File: config.mk
export PLATFORM = sky130hd
export DESIGN_NAME = seven_seg_scan_capture
export DESIGN_NICKNAME = d
export VERILOG_FILES = /design/src/rtl/seven_seg_pkg.sv /design/src/rtl/seven_seg_decoder.sv /design/src/rtl/seven_seg_scan_capture.sv
export SDC_FILE = /design/constraint.sdc
export NUM_CORES = 1
export LEC_CHECK = 0
export CAP_MARGIN = 40
export CORE_AREA = 8 8 99 101
export DETAILED_ROUTE_END_ITERATION = 10
export DIE_AREA = 0 0 107 109
export GPL_TIMING_DRIVEN = 0
export PLACE_DENSITY = 0.73
export SLEW_MARGIN = 20
export SYNTH_ARGS = -nofsm -noshare
export SYNTH_HDL_FRONTEND = slang
export SYNTH_SLANG_ARGS = --single-unit
File: constraint.sdc
create_clock -name i_clk -period 4.3 [get_ports i_clk]
set_input_delay 0.86 -clock i_clk [delete_from_list [all_inputs] [get_ports i_clk]]
set_output_delay 0.86 -clock i_clk [all_outputs]
set_load 0.02 [all_outputs]
File: src/rtl/seven_seg_pkg.sv
// rtl/seven_seg_pkg.sv - shared glyph table and constants for the 7-segment display path
// Shared by the scan driver and the scan capture so both agree on the encoding.
package seven_seg_pkg;

   localparam int NUM_DIGITS = 4;

   localparam int SEG_A  = 0;
   localparam int SEG_B  = 1;
   localparam int SEG_C  = 2;
   localparam int SEG_D  = 3;
   localparam int SEG_E  = 4;
   localparam int SEG_F  = 5;
   localparam int SEG_G  = 6;
   localparam int SEG_DP = 7;

   // gfedcba, active-high
   localparam logic [6:0] SEG_GLYPH_0 = 7'h3F;
   localparam logic [6:0] SEG_GLYPH_1 = 7'h06;
   localparam logic [6:0] SEG_GLYPH_2 = 7'h5B;
   localparam logic [6:0] SEG_GLYPH_3 = 7'h4F;
   localparam logic [6:0] SEG_GLYPH_4 = 7'h66;
   localparam logic [6:0] SEG_GLYPH_5 = 7'h6D;
   localparam logic [6:0] SEG_GLYPH_6 = 7'h7D;
   localparam logic [6:0] SEG_GLYPH_7 = 7'h07;
   localparam logic [6:0] SEG_GLYPH_8 = 7'h7F;
   localparam logic [6:0] SEG_GLYPH_9 = 7'h6F;
   localparam logic [6:0] SEG_GLYPH_A = 7'h77;
   localparam logic [6:0] SEG_GLYPH_B = 7'h7C;
   localparam logic [6:0] SEG_GLYPH_C = 7'h39;
   localparam logic [6:0] SEG_GLYPH_D = 7'h5E;
   localparam logic [6:0] SEG_GLYPH_E = 7'h79;
   localparam logic [6:0] SEG_GLYPH_F = 7'h71;
   localparam logic [6:0] SEG_BLANK   = 7'h00;

   typedef enum logic [1:0] {
      SCAN_IDLE,
      SCAN_SETTLE,
      SCAN_HOLD
   } scan_state_e;

endpackage

File: src/rtl/seven_seg_decoder.sv
// rtl/seven_seg_decoder.sv - combinational segment pattern to hex nibble decoder
// Blank and unknown glyphs both read as nibble 0; only unknown ones flag invalid.
module seven_seg_decoder
   import seven_seg_pkg::*;
(
   input  logic [7:0] i_seg,
   output logic [3:0] o_nibble,
   output logic       o_dp,
   output logic       o_blank,
   output logic       o_invalid
);

   always_comb begin
      o_nibble  = 4'h0;
      o_invalid = 1'b0;
      o_dp      = i_seg[SEG_DP];
      o_blank   = (i_seg[SEG_G:SEG_A] == SEG_BLANK);
      case (i_seg[SEG_G:SEG_A])
         SEG_GLYPH_0: o_nibble = 4'h0;
         SEG_GLYPH_1: o_nibble = 4'h1;
         SEG_GLYPH_2: o_nibble = 4'h2;
         SEG_GLYPH_3: o_nibble = 4'h3;
         SEG_GLYPH_4: o_nibble = 4'h4;
         SEG_GLYPH_5: o_nibble = 4'h5;
         SEG_GLYPH_6: o_nibble = 4'h6;
         SEG_GLYPH_7: o_nibble = 4'h7;
         SEG_GLYPH_8: o_nibble = 4'h8;
         SEG_GLYPH_9: o_nibble = 4'h9;
         SEG_GLYPH_A: o_nibble = 4'hA;
         SEG_GLYPH_B: o_nibble = 4'hB;
         SEG_GLYPH_C: o_nibble = 4'hC;
         SEG_GLYPH_D: o_nibble = 4'hD;
         SEG_GLYPH_E: o_nibble = 4'hE;
         SEG_GLYPH_F: o_nibble = 4'hF;
         SEG_BLANK:   o_nibble = 4'h0;
         default:     o_invalid = 1'b1;
      endcase
   end

endmodule

File: src/rtl/seven_seg_scan_capture.sv
// rtl/seven_seg_scan_capture.sv - captures a scanned 4-digit 7-segment display back into a 16-bit frame
// Each digit is captured once per scan after its select and segments hold steady.
module seven_seg_scan_capture
   import seven_seg_pkg::*;
#(
   parameter int SETTLE_CYCLES  = 4,
   parameter int TIMEOUT_CYCLES = 1024,
   parameter int SEG_ACTIVE_LOW = 0,
   parameter int SEL_ACTIVE_LOW = 0
) (
   input  logic                    i_clk,
   input  logic                    i_rst,
   input  logic [7:0]              i_LED,
   input  logic [NUM_DIGITS-1:0]   i_digitSelect,
   output logic [4*NUM_DIGITS-1:0] o_value,
   output logic [NUM_DIGITS-1:0]   o_dp,
   output logic [NUM_DIGITS-1:0]   o_blank,
   output logic                    o_error,
   output logic                    o_valid,
   output logic                    o_stale
);

   localparam int SW = $clog2(SETTLE_CYCLES + 1);
   localparam int TW = $clog2(TIMEOUT_CYCLES + 1);
   localparam logic [SW-1:0] SETTLE_MAX  = SW'(SETTLE_CYCLES);
   localparam logic [TW-1:0] TIMEOUT_MAX = TW'(TIMEOUT_CYCLES);
   localparam logic [7:0] SEG_INV = (SEG_ACTIVE_LOW != 0) ? 8'hFF : 8'h00;
   localparam logic [NUM_DIGITS-1:0] SEL_INV = (SEL_ACTIVE_LOW != 0) ? {NUM_DIGITS{1'b1}} : '0;
   localparam logic [NUM_DIGITS-1:0] ALL_DIGITS = {NUM_DIGITS{1'b1}};

   logic [7:0]              led_q, prev_seg_q, seg_n;
   logic [NUM_DIGITS-1:0]   sel_q, prev_sel_q, sel_n;
   scan_state_e             state_q, state_d;
   logic [SW-1:0]           settle_q, settle_d;
   logic [TW-1:0]           timeout_q, timeout_d;
   logic [NUM_DIGITS-1:0]   mask_q, mask_d;
   logic                    stale_q, stale_d;
   logic [4*NUM_DIGITS-1:0] slot_val_q, value_q;
   logic [NUM_DIGITS-1:0]   slot_dp_q, slot_blank_q, slot_err_q;
   logic [NUM_DIGITS-1:0]   dp_q, blank_q;
   logic                    error_q, valid_q;
   logic                    capture, publish, sample_same;
   logic [3:0]              dec_nibble;
   logic                    dec_dp, dec_blank, dec_invalid;

   assign seg_n       = led_q ^ SEG_INV;
   assign sel_n       = sel_q ^ SEL_INV;
   assign sample_same = (sel_n == prev_sel_q) && (seg_n == prev_seg_q);
   assign publish     = (mask_q == ALL_DIGITS);

   seven_seg_decoder u_decoder (
      .i_seg     (seg_n),
      .o_nibble  (dec_nibble),
      .o_dp      (dec_dp),
      .o_blank   (dec_blank),
      .o_invalid (dec_invalid)
   );

   // The cycle that enters SETTLE already counts as the first stable sample.
   always_comb begin
      state_d  = state_q;
      settle_d = settle_q;
      capture  = 1'b0;
      case (state_q)
         SCAN_IDLE: begin
            settle_d = '0;
            if ($onehot(sel_n)) begin
               if (SETTLE_CYCLES <= 1) begin
                  capture  = 1'b1;
                  state_d  = SCAN_HOLD;
                  settle_d = SETTLE_MAX;
               end else begin
                  state_d  = SCAN_SETTLE;
                  settle_d = SW'(1);
               end
            end
         end
         SCAN_SETTLE: begin
            if (!sample_same) begin
               state_d  = SCAN_IDLE;
               settle_d = '0;
            end else if (settle_q == SETTLE_MAX - 1'b1) begin
               capture  = 1'b1;
               state_d  = SCAN_HOLD;
               settle_d = SETTLE_MAX;
            end else begin
               settle_d = settle_q + 1'b1;
            end
         end
         SCAN_HOLD: begin
            if (sel_n != prev_sel_q) begin
               state_d  = SCAN_IDLE;
               settle_d = '0;
            end
         end
         default: begin
            state_d  = SCAN_IDLE;
            settle_d = '0;
         end
      endcase
   end

   // A capture on the timeout cycle keeps the frame alive.
   always_comb begin
      mask_d    = mask_q;
      timeout_d = timeout_q;
      stale_d   = stale_q;
      if (publish) begin
         mask_d  = '0;
         stale_d = 1'b0;
      end
      if (capture) begin
         mask_d    = mask_q | sel_n;
         timeout_d = '0;
      end else begin
         if (timeout_q != TIMEOUT_MAX) begin
            timeout_d = timeout_q + 1'b1;
         end
         if (timeout_q == TIMEOUT_MAX - 1'b1) begin
            mask_d  = '0;
            stale_d = 1'b1;
         end
      end
   end

   always_ff @(posedge i_clk or posedge i_rst) begin
      if (i_rst) begin
         led_q        <= '0;
         sel_q        <= '0;
         prev_seg_q   <= '0;
         prev_sel_q   <= '0;
         state_q      <= SCAN_IDLE;
         settle_q     <= '0;
         timeout_q    <= '0;
         mask_q       <= '0;
         stale_q      <= 1'b0;
         slot_val_q   <= '0;
         slot_dp_q    <= '0;
         slot_blank_q <= '0;
         slot_err_q   <= '0;
         value_q      <= '0;
         dp_q         <= '0;
         blank_q      <= '0;
         error_q      <= 1'b0;
         valid_q      <= 1'b0;
      end else begin
         led_q      <= i_LED;
         sel_q      <= i_digitSelect;
         prev_seg_q <= seg_n;
         prev_sel_q <= sel_n;
         state_q    <= state_d;
         settle_q   <= settle_d;
         timeout_q  <= timeout_d;
         mask_q     <= mask_d;
         stale_q    <= stale_d;
         valid_q    <= publish;
         for (int k = 0; k < NUM_DIGITS; k++) begin
            if (capture && sel_n[k]) begin
               slot_val_q[4*k +: 4] <= dec_nibble;
               slot_dp_q[k]         <= dec_dp;
               slot_blank_q[k]      <= dec_blank;
               slot_err_q[k]        <= dec_invalid;
            end
         end
         if (publish) begin
            value_q <= slot_val_q;
            dp_q    <= slot_dp_q;
            blank_q <= slot_blank_q;
            error_q <= |slot_err_q;
         end
      end
   end

   assign o_value = value_q;
   assign o_dp    = dp_q;
   assign o_blank = blank_q;
   assign o_error = error_q;
   assign o_valid = valid_q;
   assign o_stale = stale_q;

endmodule

==> impl_metrics.yaml, run 1 <==
place:
  post-place-cells: 534
  io_buffers: 40
  gp_congestion: 0.8361
  dp_hpwl_um: 5625
  dpl_cell_area_sq_um: 4796
global_route:
  grt_first_pass_wirelength_um: 13710
  grt_max_degree: 66
  antenna_found_initial: 0
  grt_overflow: 0
  grt_pass1_vias: 2941
  grt_use_total: 0.1480
clock_tree:
  cts_hold_buf: 0
  clock-sinks: 99
  cts_max_path_buffers: 2
  cts_tree: "yes"
  numCtsBuffers: 9
  h-tree-depth: 3
  cts.repair.resized: 0
  clk_pin_slew_worst_paths_ns: 0.10
  cts_setup_buffers: 0
  clkLatencyLatePin_ns: 0.37
  clock-root-buffer: "clkbuf_8"
yosys:
  synthTopCellsByArea: "dfrtp_1 (59%), nand2_1 (7.4%), mux2_2 (5.3%)"
  syn-cell-area_sq_um: 4228
  synth_edf_count: 0
  yosysTopAreaCell: "dfrtp_1"
  avgSynthCellArea_sq_um: 10.98
  synthCells: 385
  netlist.area_leader.share: 0.5860
  synth_seq_cells: 99
  synthDistinctLibCells: 44
  ys_async_sr_fraction: 1.000
  yosysWarnings: 0
  synth_nets: 406
  synth.yosys.seq_area_share: 0.5860
  synth_ff_type: "dfrtp_1"
hold_path:
  whs_path_depth: 0
  worst_hold_path.endpoint: "prev_seg_q[0]"
  min_path_type: "reg -> reg"
  hp-start: "led_q[0]"
critical_path:
  ff2ff_path_depth: 6
  crit_path_top_delay_cell: "clkdlybuf4s50_1"
  max_stage_delay_ns: 0.61
  end_kind: "primary output"
  cp_data_required_time_ns: 3.44
  path_cells: "clkdlybuf4s50_1"
  regToRegStartpoint: "sel_n[1]"
  crit_type: "reg -> out"
  path_buf_inv: 1
  crit_path_start_kind: "flop"
  ff2ff_setup_slack_ns: 2.08
  reg2reg_to: "slot_blank_q[3]"
  cp.arrival_ns: 1.36
  path_max_fanout: 2
  critPathTopFamily: "buffers and inverters"
power_and_ir_drop:
  netSwitchingPower_uw: 395.9
  power.internal_mw: 1.205
  leakagePower_nw: 2.465
  vdd_drop_max_mv: 0.1787
  clockPowerShare: 0.348
  cellPowerDensity_nw_per_um2: 321.6
  seq_power_share: 0.598
  combPwrFrac: 0.054
  switching_share: 0.2473
timing:
  slew_viol_final: 0
  skew_ns: 0.01363
  rsz0062_at_grt: "no"
  setup_viol_count_final: 0
  max_slew.worst_pin.slew_ns: 0.6208
  setup_tns_ns: 0
  fmaxAchievable_ghz: 0.4496
  hold_viol_final: 0
  period_share: 0.5173
  relSlewSlack: 0.5817
  post-route-min-period_ns: 2.224
final_layout:
  nFillCells: 685
  layout_common_cells: "dfrtp_1 (99), nand2_1 (83), clkdlybuf4s50_1 (40)"
  area_growth_pct: 17.76
  fin_cells: 550
  nets: 458
  drive_gt1_frac: 0.1267
  design_area_sq_um: 4979
  layout_commonest_cell: "dfrtp_1"
  n_antenna_cell: 0
die:
  fp.dieH_um: 109
  die_w_um: 107
  dieArea_sq_um: 11660
  row_count: 34
  core_sq_um: 8381
  ios: 41
  start_util: 0.5045
route:
  drtPass1Iterations: 4
  via_per_inst: 5.153
  drc: 0
  drtIter0Drc: 130
  vias: 2834
  wl_um: 7915
  antenna_left: 0
  wl_per_cell_um: 14.39
outcome:
  status: "complete, no violations"
job:
  cap_viol_max_count: 0
worst max-delay path by stage:
stage	slack [ns]	endpoint	cells after the start	startpoint
CTS	2.05	slot_blank_q[3]	6	sel_n[1]
global route	1.93	slot_dp_q[1]	6	sel_n[1]
floorplan	0.85	led_q[0]	1	i_rst
finish	2.08	o_blank[3]	1	o_blank[3]
detailed placement	2.06	slot_dp_q[1]	6	sel_n[1]
global placement	-0.48	o_dp[0]	2	i_rst
metal layers:
metal,GRT usage,part of all wire
met5,0,0
met4,0.05729,0.014
met3,0.03723,0.039
met2,0.2473,0.50
met1,0.1813,0.45
logic make-up (layout without fill, tap and decap cells):
logic type                 Yosys count  after routing  synth area share
muxes                               31             31           0.08050
DFF                                 99             99            0.5860
xor gates and xnor gates            21             21           0.04350
adders and majority gates            7              7           0.02249
AOI/OAI and AO/OA                   25             25           0.03818
buffers and inverters               36             93           0.03521
and+or+nand+nor                    166            166            0.1941
worst register-to-register path, stage by stage (launching register included):
cell and delay (ns):
dfrtp_1 0.43, xor2_1 0.15, nor4_1 0.38, and4_1 0.37
and3_1 0.17, buf_2 0.24, mux2_2 0.37
stage by stage:
| stage | hold slack [ns] | utilization | total power [mW] | setup WS (ns) |
|---|---|---|---|---|
| after floorplan | 0.3487 | - | 1.030 | 0.8496 |
| after global placement | 0.3581 | 0.5684 | 1.057 | -0.4830 |
| after detailed placement | 0.3590 | 0.5723 | 1.065 | 2.062 |
| after CTS | 0.3803 | 0.5941 | 1.621 | 2.051 |
| after global routing | 0.3949 | 0.5941 | 1.673 | 1.933 |
| final | 0.3771 | 0.5941 | 1.601 | 2.076 |
flip-flops by register name, indices dropped and copies added, names as in the netlist:
signal and cells:
state_q 2, mask_q 4, timeout_q 11, o_value 16
slot_val_q 16, o_dp 4, o_blank 4, slot_dp_q 4
sel_n 4, settle_q 3, o_error 1, o_stale 1
slot_err_q 4, prev_sel_q 4, led_q 8, slot_blank_q 4
o_valid 1, prev_seg_q 8
cell usage after synthesis (7+ instances only):
cell type / n
buf_2: 11
and3_1: 9
nand3_1: 7
o21ai_0: 9
dfrtp_1: 99
inv_1: 15
mux2i_1: 7
nor2_1: 21
nand2_1: 83
mux2_2: 20
xor2_1: 17
clkbuf_1: 9
area by class of cell:
| cell class | count | area [sq um] | share of cell area |
|---|---|---|---|
| Multi-Input combinational cell | 250 | 1602 | 0.3217 |
| Clock buffer | 10 | 127.6 | 0.02563 |
| Timing Repair Buffer | 41 | 427.9 | 0.08595 |
| Sequential cell | 99 | 2477 | 0.4976 |
| Inverter | 16 | 65.06 | 0.01307 |
| Clock inverter | 6 | 55.05 | 0.01106 |
| Buffer | 20 | 88.84 | 0.01784 |
| Tap cell | 108 | 135.1 | 0.02714 |
power by group through the flow:
stage | Sequential [mW] | Clock, mW | Combinational (mW)
finish | 0.958 | 0.557 | 0.0867
global route | 0.961 | 0.613 | 0.0999
CTS | 0.958 | 0.574 | 0.0888
detailed placement | 0.977 | 0 | 0.0881
global placement | 0.976 | 0 | 0.0815
floorplan | 0.973 | 0 | 0.0571
(Power assumes the default switching activity.)
==> run 2, diff against run 1 <==
==> constraint.sdc (replaced) <==
create_clock -name i_clk -period 2.2 [get_ports i_clk]
set_input_delay 0.44 -clock i_clk [delete_from_list [all_inputs] [get_ports i_clk]]
set_output_delay 0.44 -clock i_clk [all_outputs]
set_load 0.02 [all_outputs]
==> run 2 against run 1 <==
Against the previous run:
- non-clock buffer count up 2
- first-iteration DRC count shrank 35%
- wire length rose by 2.5%
==> impl_metrics.yaml, run 2 (same netlist as run 1, synthesis figures left out) <==
final_layout:
  nets: 460
  fin_cells: 552
  drive_gt1_frac: 0.1419
  layout_commonest_cell: "dfrtp_1"
  n_antenna_cell: 0
  utilization: 0.6035
  layout_common_cells: "dfrtp_1 (99), nand2_1 (83), clkdlybuf4s50_1 (40)"
  area_growth_pct: 19.62
  nFillCells: 678
timing:
  setup_tns_ns: 0
  max_slew.worst_pin.slew_ns: 0.4804
  post-route-min-period_ns: 2.107
  setup_viol_count_final: 0
  relSlewSlack: 0.6797
  period_share: 0.9576
  rsz0062_at_grt: "no"
  skew_ns: 0.01479
  hold_viol_final: 0
  slew_viol_final: 0
  fmaxAchievable_ghz: 0.4747
clock_tree:
  clock-sinks: 99
  clkLatencyLatePin_ns: 0.37
  cts_setup_buffers: 0
  clk_pin_slew_worst_paths_ns: 0.11
  numCtsBuffers: 9
  cts_tree: "yes"
  cts_max_path_buffers: 2
  h-tree-depth: 3
  clock-root-buffer: "clkbuf_8"
route:
  drtPass1Iterations: 4
  drc: 0
  drtIter0Drc: 85
  vias: 2892
  wl_per_cell_um: 14.70
  antenna_left: 0
  via_per_inst: 5.239
  wl_um: 8112
place:
  post-place-cells: 536
  io_buffers: 40
  dp_hpwl_um: 5740
  gp_congestion: 0.8337
power_and_ir_drop:
  cellPowerDensity_nw_per_um2: 632.0
  leakagePower_nw: 2.479
  p_total_mw: 3.196
  vdd_drop_max_mv: 0.3192
die:
  die_w_um: 107
  start_util: 0.5045
  fp.dieH_um: 109
  core_sq_um: 8381
  dieArea_sq_um: 11660
  ios: 41
  row_count: 34
critical_path:
  path_max_fanout: 8
  cp.arrival_ns: 2.36
  path_buf_inv: 1
  crit_path_top_delay_cell: "dfrtp_1"
  end_kind: "flop"
  critPathTopFamily: "simple AND/OR/NAND/NOR gates"
  crit_path_start_kind: "flop"
  path_cells: "xor2_1 -> nor4_2 -> and4_4 -> and3_1 -> buf_4 -> mux2_2"
  crit_type: "reg -> reg"
  max_stage_delay_ns: 0.43
  cp_data_required_time_ns: 2.45
global_route:
  grt_pass1_vias: 2995
  grt_use_total: 0.1491
  antenna_found_initial: 0
  grt_first_pass_wirelength_um: 13910
  grt_max_degree: 36
  grt_overflow: 0
outcome:
  status: "complete, no violations"
job:
  cap_viol_max_count: 0
hold_path:
  min_path_type: "in -> async"
==> run 2: worst register-to-register path, stage by stage, from the launching register on <==
cell and delay, ns:
dfrtp_1 0.43, xor2_1 0.16, nor4_2 0.37, and4_4 0.33, and3_1 0.16, buf_4 0.19, mux2_2 0.35
==> run 2: what timing repair did <==
item | CTS | global route
hold buffers | 0 | 0
gates resized for setup | 6 | 7
pin swaps | 1 | 1
endpoints found under the setup margin | 36 | 17
==> run 2: layer usage <==
layer  vias up  wire [um]  GRT usage
met5         -          0          0
met4         0        130    0.06332
met3        15        325    0.03251
met2        56       4010     0.2558
met1      1430       3645     0.1784
li1       1391          -          -
==> run 2: area by class of cell <==
cell class	count	area [sq um]	share of cell area
Inverter	16	63.81	0.01262
Multi-Input combinational cell	250	1623	0.3209
Sequential cell	99	2477	0.4899
Clock buffer	10	137.6	0.02721
Buffer	20	102.6	0.02029
Clock inverter	6	57.56	0.01138
Tap cell	108	135.1	0.02672
Timing Repair Buffer	43	460.4	0.09104
==> run 2: power breakdown <==
part / switching [mW] / internal [mW]
Clock: 0.670 / 0.468
Sequential: 0.0251 / 1.85
Combinational: 0.105 / 0.0807
Total: 0.800 / 2.40
==> run 2: path summary, 6_finish.rpt <==
path,start,end,slack [ns],cells past startpoint
max,sel_n[1],slot_val_q[11],0.09,6
min,i_rst,o_value[6],0.35,2
max reg2reg,sel_n[1],slot_val_q[11],0.09,6
min reg2reg,led_q[0],prev_seg_q[0],0.38,0
max in group asynchronous,i_rst,slot_val_q[15],1.19,4
min in group i_clk,led_q[0],prev_seg_q[0],0.38,0
==> run 2: through the flow <==
stage / setup WS, ns / hold slack (ns) / instance area [sq um]
after global placement: -0.3730 / 0.3573 / 4767
after global routing: 0.004069 / 0.3808 / 5057
after floorplan: 0.2942 / 0.3487 / 4232
after CTS: 0.006075 / 0.3558 / 5042
after detailed placement: -0.05812 / 0.3603 / 4827
final: 0.09324 / 0.3544 / 5057
